`config.mk`:
```
export PLATFORM = sky130hd
export DESIGN_NAME = frg1_bist_driver
export DESIGN_NICKNAME = d
export VERILOG_FILES = /design/src/rtl/frg1_bist_pkg.sv /design/src/rtl/frg1_bist_misr.sv /design/src/rtl/frg1_bist_driver.sv
export SDC_FILE = /design/constraint.sdc
export NUM_CORES = 1
export LEC_CHECK = 0
export ABC_AREA = 1
export CORE_MARGIN = 2
export CORE_UTILIZATION = 25
export CTS_CLUSTER_DIAMETER = 50
export DETAILED_ROUTE_END_ITERATION = 6
export GPL_ROUTABILITY_DRIVEN = 0
export PLACE_DENSITY = 0.49
export RECOVER_POWER = 100
export SLEW_MARGIN = 40
export SYNTH_ARGS = -nofsm -noshare
export SYNTH_HDL_FRONTEND = slang
export SYNTH_SLANG_ARGS = --single-unit
```
`constraint.sdc`:
```
create_clock -name clk -period 2.8 [get_ports clk]
set_input_delay 0.28 -clock clk [delete_from_list [all_inputs] [get_ports clk]]
set_output_delay 0.28 -clock clk [all_outputs]
set_load 0.01 [all_outputs]
```
`src/rtl/frg1_bist_pkg.sv`:
```
// Shared constants, state encoding and LFSR step for the frg1 BIST driver.
package frg1_bist_pkg;

    localparam int N_IN  = 28;
    localparam int N_OUT = 3;
    localparam int SIG_W = 16;

    // Maximal-length feedback x^28 + x^25 + 1, expressed as register tap indices
    localparam int LFSR_TAP_HI = 27;
    localparam int LFSR_TAP_LO = 24;

    // Substitute load value when the configured seed is the lock-up state
    localparam logic [N_IN-1:0] LFSR_ONE = 28'h0000001;

    typedef enum logic [2:0] {
        ST_IDLE,
        ST_LOAD,
        ST_APPLY,
        ST_WAIT,
        ST_CAPTURE,
        ST_DONE
    } state_t;

    // One Fibonacci shift of the stimulus LFSR
    function automatic logic [N_IN-1:0] lfsr_next(input logic [N_IN-1:0] v);
        return {v[N_IN-2:0], v[LFSR_TAP_HI] ^ v[LFSR_TAP_LO]};
    endfunction

endpackage

```
`src/rtl/frg1_bist_misr.sv`:
```
// Multiple-input signature register compacting DUT responses into SIG_W bits.
module bist_misr
    import frg1_bist_pkg::*;
#(
    parameter int               SIG_W_P = SIG_W,
    parameter logic [SIG_W_P-1:0] POLY  = 16'h1021,
    parameter int               DATA_W  = N_OUT
) (
    input  logic               clk,
    input  logic               rst_n,
    input  logic               clear,
    input  logic               enable,
    input  logic [DATA_W-1:0]  data,
    output logic [SIG_W_P-1:0] sig,
    output logic [SIG_W_P-1:0] sig_next
);

    // Next signature: shift, fold the feedback polynomial, inject the response
    // NOTE: every path assigns sig_next, so this stays combinational with no latch.
    always_comb begin
        sig_next = {sig[SIG_W_P-2:0], 1'b0} ^ (sig[SIG_W_P-1] ? POLY : '0)
                 ^ SIG_W_P'(data);
    end

    // Signature register: cleared at run start, updated once per captured pattern
    // NOTE: non-blocking assignments so every register samples pre-edge values.
    always_ff @(posedge clk or negedge rst_n) begin
        if (!rst_n) begin
            sig <= '0;
        end else if (clear) begin
            sig <= '0;
        end else if (enable) begin
            sig <= sig_next;
        end
    end

endmodule

```
`src/rtl/frg1_bist_driver.sv`:
```
// frg1 BIST driver: LFSR stimulus into the function under test, MISR response
// compaction, golden-signature compare and a start/done/abort handshake.
module frg1_bist_driver
    import frg1_bist_pkg::*;
#(
    parameter int               PATTERNS  = 1024,
    parameter logic [N_IN-1:0]  SEED      = 28'h0000001,
    parameter int               CAP_LAT   = 0,
    parameter logic [SIG_W-1:0] MISR_POLY = 16'h1021,
    localparam int              CNT_W     = $clog2(PATTERNS + 1)
) (
    input  logic              clk,
    input  logic              rst_n,
    input  logic              start,
    input  logic              abort,
    input  logic [SIG_W-1:0]  golden,
    input  logic [N_OUT-1:0]  f,
    output logic [N_IN-1:0]   x,
    output logic              busy,
    output logic              done,
    output logic              pass,
    output logic [SIG_W-1:0]  signature,
    output logic [CNT_W-1:0]  pat_cnt
);

    localparam logic [N_IN-1:0]   LOAD_VAL  = (SEED == '0) ? LFSR_ONE : SEED;
    localparam logic [CNT_W-1:0]  PAT_MAX   = CNT_W'(PATTERNS);
    localparam int                WAIT_W    = (CAP_LAT > 1) ? $clog2(CAP_LAT) : 1;
    localparam logic [WAIT_W-1:0] WAIT_LAST = (CAP_LAT > 0) ? WAIT_W'(CAP_LAT - 1) : '0;

    state_t            state;
    logic [SIG_W-1:0]  golden_q;
    logic [SIG_W-1:0]  sig_next;
    logic [WAIT_W-1:0] wait_cnt;
    logic              last_pat;
    logic              misr_clear;
    logic              misr_en;

    // The capture in progress is the final one of the run
    assign last_pat   = (pat_cnt >= PAT_MAX - CNT_W'(1));
    // An abort in the same cycle suppresses any signature update
    assign misr_clear = (state == ST_LOAD) && !abort;
    assign misr_en    = (state == ST_CAPTURE) && !abort;

    bist_misr #(
        .SIG_W_P (SIG_W),
        .POLY    (MISR_POLY),
        .DATA_W  (N_OUT)
    ) u_misr (
        .clk      (clk),
        .rst_n    (rst_n),
        .clear    (misr_clear),
        .enable   (misr_en),
        .data     (f),
        .sig      (signature),
        .sig_next (sig_next)
    );

    // Run sequencer: stimulus register, pattern count and handshake outputs
    always_ff @(posedge clk or negedge rst_n) begin
        if (!rst_n) begin
            state    <= ST_IDLE;
            x        <= '0;
            busy     <= 1'b0;
            done     <= 1'b0;
            pass     <= 1'b0;
            pat_cnt  <= '0;
            golden_q <= '0;
            wait_cnt <= '0;
        end else begin
            done <= 1'b0;
            if (busy && abort) begin
                state <= ST_IDLE;
                busy  <= 1'b0;
                pass  <= 1'b0;
            end else begin
                case (state)
                    ST_IDLE: begin
                        if (start && !abort) begin
                            state    <= ST_LOAD;
                            busy     <= 1'b1;
                            pass     <= 1'b0;
                            golden_q <= golden;
                        end
                    end
                    ST_LOAD: begin
                        x       <= LOAD_VAL;
                        pat_cnt <= '0;
                        state   <= ST_APPLY;
                    end
                    ST_APPLY: begin
                        wait_cnt <= '0;
                        state    <= (CAP_LAT == 0) ? ST_CAPTURE : ST_WAIT;
                    end
                    ST_WAIT: begin
                        if (wait_cnt == WAIT_LAST) begin
                            state <= ST_CAPTURE;
                        end else begin
                            wait_cnt <= wait_cnt + WAIT_W'(1);
                        end
                    end
                    ST_CAPTURE: begin
                        x       <= lfsr_next(x);
                        pat_cnt <= (pat_cnt == PAT_MAX) ? pat_cnt : pat_cnt + CNT_W'(1);
                        if (last_pat) begin
                            // Compare the signature as it stands after this capture
                            state <= ST_DONE;
                            done  <= 1'b1;
                            busy  <= 1'b0;
                            pass  <= (sig_next == golden_q);
                        end else begin
                            state <= ST_APPLY;
                        end
                    end
                    ST_DONE: begin
                        state <= ST_IDLE;
                    end
                    default: begin
                        state <= ST_IDLE;
                    end
                endcase
            end
        end
    end

endmodule

```
---- Word-level counts from Yosys, hierarchy flattened ----
Index checks and enable logic that the tools add are counted.
operators by class
  add/sub/neg operators ................... 2
  magnitude comparators ................... 1
  equality and inequality tests ........... 10
  mux-type cells .......................... 24
  bitwise operators ....................... 4
  reduce and logical (&&, ||, !) cells .... 16
operator list
  kind                                                    count
  case mux 28 bit (2 select lines)                        1
  2-to-1 mux 16 bit                                       2
  case mux 11 bit (2 select lines)                        1
  == test 16 bit                                          1
  XOR 16 bit                                              1
  XOR 16 x 3 -> 16 bit                                    1
  case mux 3 bit (5 select lines)                         1
  2-to-1 mux 13 bit                                       1
  2-to-1 mux 3 bit                                        4
  adder 11 x 1 -> 11 bit (second input constant)          1
  == test 11 bit (second input constant)                  1
  >= comparator 11 x 10 -> 1 bit (second input constant)  1
  2-to-1 mux 11 bit                                       1
  2-to-1 mux 1 bit                                        10
  AND reduction 3 bit                                     3
  == test 3 x 2 -> 1 bit (second input constant)          2
  inequality test 3 bit (second input constant)           2
  case mux 1 bit (2 select lines)                         3
  AND reduction 2 bit                                     3
  nonzero test 2 bit                                      3
  logical AND 1 bit                                       4
  == test 3 x 1 -> 1 bit (second input constant)          1
  == test 3 bit (second input constant)                   1
  logical NOT 3 bit                                       1
  7 further kinds                                         7
storage, ports and cells
  register bits ........................... 78
  input bits .............................. 23
  output and inout port bits .............. 58
  word-level logic and storage cells ...... 66

---- Longest topological paths before layout ----
Gate-level depths: netlist of the first run.
  depth in word-level cells ............... 7
  depth in mapped cells ................... 10
  mapped depth without buffers ............ 10

---- By module ----
A second synthesis of the first run with hierarchy kept.
second synthesis, totals
  cell total of the unflattened synthesis .. 470
  area, all modules ....................... 3807.4 sq um
modules (own cells, without submodules)
  module            times used  cells each  area each (sq um)  seq. area each (sq um)
  frg1_bist_driver  1           367         2991.6             1526.5
  bist_misr         1           103         815.8              400.4

---- Worst setup path after synthesis of the first run ----
Ideal clock, no wire load.
  path kind ............................... flip-flop to flip-flop
  from .................................... register pat_cnt[0]
  to ...................................... register pat_cnt[4]
  setup time .............................. 65 ps
  data arrival time ....................... 1418 ps
  data required time ...................... 2735 ps
  slack ................................... 1318 ps
  stages on the path, launching flop included .. 10
  buffers on the path ..................... 1
  clock period less this slack ............ 1482 ps
  cells stage by stage .................... dfrtp_1 -> inv_2 -> ha_1 -> nand2_1 -> nor3_1 -> nand4_2 -> nand2_4 -> buf_12 -> nand2_1 -> nand2_1
between the ends
  word-level cells in the longest chain between the ends .. 3
  elaborated cells between the ends (all ways) .. 6
  those cells by class .................... 1 x add/sub; 2 x eq/ne; 2 x mux; 1 x reduce/logical
ends and longest elaborated chain
  element                                                                  RTL line                 RTL
  from (decl)                                                              frg1_bist_driver.sv:23   output logic [CNT_W-1:0] pat_cnt
  from (signal assigned)                                                   frg1_bist_driver.sv:104  pat_cnt <= (pat_cnt == PAT_MAX) ? pat_cnt : pat_cnt + CNT_W'(1);
  adder 11 x 1 -> 11 bit or == test 11 bit (tied branches)                 frg1_bist_driver.sv:104
  2-to-1 mux 11 bit or inequality test 2 bit (tied branches)               --
  case mux 11 bit (2 select lines) or AND reduction 3 bit (tied branches)  --
Several ways; a longest one is shown, not always the timed one. The select of a mux whose other input is x is not followed.
A chain may end at the register's enable or synchronous reset.

---- Worst setup path after layout of the first run ----
  from .................................... input abort
  to ...................................... register golden_q[12]
between the ends
  word-level cells in the longest chain between the ends .. 3
  elaborated cells between the ends (all ways) .. 5
  those cells by class .................... 1 x bitwise; 4 x reduce/logical
ends and longest elaborated chain
  element                                                 RTL line                                        RTL
  from (decl)                                             frg1_bist_driver.sv:15                          input logic abort,
  logical NOT 1 bit or logical AND 1 bit (tied branches)  frg1_bist_driver.sv:79, frg1_bist_driver.sv:72
  logical AND 1 bit or inverter 1 bit (tied branches)     --
  AND reduction 3 bit (no line) *                         --
  to (signal assigned)                                    frg1_bist_driver.sv:83                          golden_q <= golden;
  to (decl)                                               frg1_bist_driver.sv:32                          logic [SIG_W-1:0] golden_q;
Mark *: on every way between the ends. The rest lies on a longest branch, timed or not.

==> flow_summary.json, run 1 <==
{
  "status": "complete, but fails checks",
  "failed_checks": "max-capacitance violations, max-slew violations",
  "final_max_slew_viol_count": 78,
  "crit_path_start_kind": "input pin",
  "hold_ws_ns": 0.486,
  "port_buffers": 80,
  "cts-buffers-inserted": 9,
  "p_leak_nw": 2.28,
  "path_class": "in -> reg",
  "die_area_sq_um": 15900,
  "cp_max_fo": 21,
  "setup_viol": 0,
  "setup_tns_ns": 0,
  "synth.net_count": 443,
  "reg2reg_to": "golden_q[12]",
  "n_fill_cell": 1528,
  "cts.sinks": 77,
  "cts_setup_buffers": 0,
  "synth_seq_area_share_pct": 51.8,
  "cts_root_buf": "clkbuf_16",
  "grt_use_total_pct": 12.0,
  "required_ns": 3.02,
  "final_cell_mix": "nand2_1 (80), dfrtp_1 (77), inv_1 (67), dlygate4sd3_1 (58), nand3_1 (34)",
  "rsz0062_at_grt": "no",
  "synth_top_area_share_pct": 51.8,
  "grt_first_pass_wirelength_mm": 15.2,
  "slew_headroom_pct": -31.7,
  "final_common_cell": "nand2_1",
  "ys_seq_elements": 77,
  "ctsResizeCount": 0,
  "wirelength_mm": 9.23,
  "first_global_vias": 3006,
  "cts_hold_buf": 0,
  "io_pins": 81,
  "setup_slack_ns": 0.614,
  "clk_latency_ns": 0.34,
  "r2r_cells": 4,
  "finalCriticalPeriod_ns": 2.19,
  "crit_path_end_kind": "register",
  "num_vias": 3007,
  "rows": 44,
  "post_drt_wl_per_cell_um": 13.5,
  "avgSynthCellArea_sq_um": 8.90,
  "drt-vias-per-instance": 4.40,
  "crit_start": "abort",
  "finalCritPeriodShare_pct": 78.1,
  "cts_tree": "yes",
  "finalInstanceArea_sq_um": 4870,
  "placed_area_sq_um": 4660,
  "synth_area_leaders": "dfrtp_1 (52%), nand2_1 (7.9%), inv_1 (6.6%), o22ai_1 (4.5%), nand3_1 (4.4%)",
  "skew_ns": 0.00914,
  "worstSetupEndpoint": "golden_q[12]",
  "die_width_um": 126,
  "grt_max_degree": 78,
  "synth.cell_area_sq_um": 3720,
  "power_density_nw_per_um2": 929,
  "drt_iter0_markers": 140,
  "core_area_sq_um": 14500,
  "nNetsFinal": 521,
  "clk_path_buf_depth": 2,
  "area_delta_synth_final_pct": 31.0,
  "start_util_pct": 25.6,
  "yosysUniqueCellTypes": 40,
  "die_h_um": 126,
  "ant_nets": 0,
  "peakVddDrop_mv": 0.304,
  "drt_pass1_iterations": 4,
  "r2r-start": "state[2]",
  "hp-class": "in -> async",
  "cap_violations": 1,
  "yosys.area.top_type": "dfrtp_1",
  "arrival_ns": 2.41,
  "drc": 0,
  "overflow": 0,
  "htree_num_levels": 3,
  "worstMarginPinSlew_ns": 1.97,
  "drive_gt1_share_pct": 7.80,
  "antenna_found_initial": 0,
  "r2r_slack_ns": 0.64,
  "syn_inst": 418,
  "yosys_warnings": 0,
  "pre_cts_slack_ns": 0.543,
  "hold_viol_final": 0,
  "antenna_cells": 0,
  "fmax_mhz": 458,
  "hpwl_mm": 6.46,
  "clk_pin_slew_ns": 0.06
}
==> worst max-delay path: stages <==
cell	delay, ns
clkdlybuf4s50_1	0.52
nor2_1	0.09
nand3_1	0.22
clkbuf_1	0.87
mux2_2	0.43
==> cell families (layout without fill, tap and decap cells) <==
logic type / after synthesis / in the layout / synth area share (%)
AOI/OAI and AO/OA: 65 / 65 / 10.6
xor gates and xnor gates: 11 / 11 / 2.59
adders and majority gates: 2 / 2 / 0.672
buffers and inverters: 86 / 168 / 10.2
DFF: 77 / 77 / 51.8
muxes: 9 / 9 / 2.72
and+or+nand+nor: 168 / 168 / 21.5
==> report_power, final <==
part	total [mW]	switching, mW	leakage, nW	internal (mW)
clock	1.07	0.452	0.127	0.616
combinational	1.68	0.937	1.15	0.748
sequential	1.78	0.303	1.00	1.47
total	4.53	1.69	2.28	2.84
==> worst min path at each step <==
stage	from	to	slack [ns]	cells past startpoint
after floorplan	rst_n	busy	-0.02	0
after global placement	golden_q[12]	golden_q[12]	0.51	1
after detailed placement	rst_n	golden_q[1]	0.38	1
after CTS	rst_n	u_misr.sig[0]	0.01	1
after global routing	golden_q[10]	golden_q[10]	0.54	1
final	rst_n	golden_q[2]	0.49	1
==> per-stage QoR <==
step | power [mW] | cells | util (%)
after global placement | 3.59 | 669 | 32.0
after CTS | 4.72 | 684 | 33.9
after detailed placement | 3.62 | 669 | 32.1
final | 4.53 | 684 | 33.5
after global routing | 4.88 | 684 | 33.5
after floorplan | 2.88 | 418 | -
==> registers in the layout (all words and copies together), names as in the netlist <==
signal,flops
pat_cnt,11
x,28
pass,1
done,1
golden_q,16
u_misr.sig,16
busy,1
state,3
==> layout make-up <==
| type | count | area, sq um | share of cell area (%) |
|---|---|---|---|
| clock buffers | 11 | 243 | 4.98 |
| clock inverters | 4 | 25.0 | 0.513 |
| inverters | 71 | 270 | 5.55 |
| multi-input cells | 255 | 1370 | 28.1 |
| flip-flops and latches | 77 | 1930 | 39.5 |
| well taps | 184 | 230 | 4.72 |
| repair buffers | 82 | 807 | 16.6 |
==> Yosys cell counts (all sizes together) <==
cell and number:
a32oi 1, xnor2 8, clkbuf 3, nand3b 4, or2 3, and2 1
nand4 7, o22ai 27, buf 12, nor3 2, dfrtp 77, clkinv 2
a21oi 12, nor4 1, ha 2, nand2 84, xor2 3, inv 69
nand3 34, mux2 9, nor2 32, o21ai 25
==> layer usage <==
| metal | wire, um | track usage (%) | vias to the layer above |
|---|---|---|---|
| met5 | 0 | 0 | - |
| met2 | 4290 | 19.0 | 57 |
| met4 | 127 | 4.46 | 0 |
| met3 | 421 | 3.44 | 9 |
| met1 | 4380 | 15.8 | 1433 |
| li1 | - | - | 1508 |
Power figures use the tool's default switching activity.
==> inputs of run 2 (changes only) <==
- PLACE_DENSITY: 0.49 -> 0.51
- clock period: 2.8 -> 1.8 ns (I/O delays scaled with it)
==> run 2 against run 1 <==
  * The flow now finishes without violations
  * Clock power increased by 68%
  * Final cell count increased by 1.6%
  * Setup slack got worse by 0.48 ns
  * Utilization is 1.1 points higher
  * First-iteration DRC count up 13%
  * Wire length is 0.65% higher
  * Combinational power grew 63%
  * Via count increased by 2.8%
  * Clock skew shrank 0.0037 ns
  * Hold slack lost 0.068 ns
  * Register-to-register slack worse by 0.50 ns
  * Total power increased by 61%
==> flow_summary.json, run 2 (synthesis results as in run 1) <==
{
  "status": "completed",
  "drt_pass1_iterations": 4,
  "grt_max_degree": 39,
  "hpwl_mm": 6.64,
  "start_util_pct": 25.6,
  "regMostFlops": "x",
  "antenna_found_initial": 0,
  "die_width_um": 126,
  "reg.largest.list": "x (28), golden_q (16), u_misr.sig (16)",
  "cap_violations": 0,
  "die_area_sq_um": 15900,
  "crit_family": "buffers and inverters",
  "slew_headroom_pct": 48.4,
  "p_sw_mw": 2.71,
  "final_common_cell": "nand2_1",
  "io_pins": 81,
  "area_delta_synth_final_pct": 35.2,
  "clk_pin_slew_ns": 0.06,
  "hold_viol_final": 0,
  "setup_tns_ns": 0,
  "final_max_slew_viol_count": 0,
  "drt-vias-per-instance": 4.45,
  "crit_path_start_kind": "register",
  "hp-class": "in -> reg",
  "htree_num_levels": 3,
  "wirelength_mm": 9.29,
  "crit_path_end_kind": "output port",
  "grt_first_pass_wirelength_mm": 15.2,
  "cts_root_buf": "clkbuf_16",
  "die_h_um": 126,
  "skew_ns": 0.00544,
  "critPathMaxStageDelay_ns": 0.65,
  "final_cell_mix": "nand2_1 (79), dfrtp_1 (77), inv_1 (66), dlygate4sd3_1 (55), nand3_1 (34)",
  "worstPathCellList": "dlygate4sd3_1",
  "p_leak_nw": 2.35,
  "arrival_ns": 1.49,
  "rows": 44,
  "antenna_cells": 0,
  "clk_path_buf_depth": 2,
  "cts_tree": "yes",
  "required_ns": 1.62,
  "drive_gt1_share_pct": 11.7,
  "core_area_sq_um": 14500,
  "finalCriticalPeriod_ns": 1.67,
  "finalCritPeriodShare_pct": 92.5,
  "num_vias": 3090,
  "port_buffers": 80,
  "cts-buffers-inserted": 9,
  "drc": 0,
  "path_class": "reg -> out",
  "peakVddDrop_mv": 0.409,
  "ant_nets": 0,
  "largest_reg_flops": 28,
  "pwr-share-seq_pct": 37.8,
  "power_mw": 7.31,
  "swShare_pct": 37.0,
  "setup_viol": 0,
  "post_drt_wl_per_cell_um": 13.4,
  "grt_use_total_pct": 12.1,
  "nNetsFinal": 531,
  "drt_iter0_markers": 158,
  "power_density_nw_per_um2": 1450,
  "worstMarginPinSlew_ns": 0.774,
  "cp_num_buf_inv": 1,
  "pwr-share-comb_pct": 37.5,
  "cp_max_fo": 6,
  "p_int_mw": 4.60,
  "cts.sinks": 77,
  "clkPwrFrac_pct": 24.7,
  "overflow": 0,
  "fmax_mhz": 601,
  "cp_slowest_cell": "dlygate4sd3_1",
  "first_global_vias": 2970,
  "clk_latency_ns": 0.34
}
==> run 2: changes by cell type in the layout (fill, tap and decap cells not counted), moves of 2 or more <==
| cell | change |
|---|---|
| buf_4 | +5 |
| clkbuf_2 | +2 |
| clkbuf_4 | +2 |
| clkdlybuf4s50_1 | +4 |
| dlygate4sd3_1 | -3 |
| o21ai_0 | -6 |
| o21ai_2 | +6 |
==> run 2: routing by layer <==
metal  track usage, %  vias to the layer above  share of wire, %  routed length, um
li1                 -                     1532                 -                  -
met1             16.0                     1489                47               4410
met2             18.4                       56                46               4290
met3             3.36                       13               4.0                376
met4             5.95                        0               2.3                211
met5                0                        -                 0                  0
==> run 2: repair_timing <==
action,CTS,global route
endpoints found under the hold margin,27,0
gates resized for setup,0,1
buffers inserted,0,0
endpoints found under the setup margin,0,2
hold buffers,1,0
==> run 2: worst paths after layout <==
| path | start | end | slack [ns] | cells past startpoint |
|---|---|---|---|---|
| max in group asynchronous | rst_n | state[0] | 0.29 | 3 |
| worst max register to register | pat_cnt[0] | pat_cnt[4] | 0.14 | 9 |
| worst min-delay path | golden[9] | golden_q[9] | 0.42 | 3 |
| min in group asynchronous | rst_n | pat_cnt[8] | 0.44 | 2 |
| worst max-delay path | pat_cnt[4] | pat_cnt[4] | 0.13 | 1 |
| worst min register to register | busy | busy | 0.52 | 2 |
==> run 2: through the flow <==
stage          utilization (%)  worst slack, ns  hold WS [ns]  std cells  cell area (sq um)
2_1_floorplan                -            0.318        -0.116        418               3720
3_3_place_gp              32.8           0.0790         0.144        678               4770
3_5_place_dp              32.8           0.0310         0.149        678               4770
4_1_cts                   34.9            0.118         0.323        695               5080
5_1_grt                   34.6         -0.00639         0.427        695               5030
6_report                  34.6            0.135         0.417        695               5030
==> run 2: power by group through the flow <==
| stage | sequential, mW | clock (mW) | combinational (mW) |
|---|---|---|---|
| floorplan | 2.85 | 0 | 1.64 |
| global placement | 2.81 | 0 | 2.89 |
| detailed placement | 2.82 | 0 | 2.94 |
| CTS | 2.80 | 1.87 | 2.96 |
| global route | 2.85 | 1.93 | 3.07 |
| finish | 2.76 | 1.80 | 2.74 |
==> run 2: area by class of cell <==
type	instances	area, sq um
Clock buffer	10	229
Clock inverter	6	63.8
Multi-Input combinational cell	255	1410
Inverter	71	270
Tap cell	184	230
Timing Repair Buffer	92	896
Fill cell	1542	9500
Sequential cell	77	1930
==> inputs of run 3 (changes only) <==
- CTS_CLUSTER_SIZE: default -> 40
==> results of run 3 <==
Final layout, timing and power as in run 2 (identical DEF).
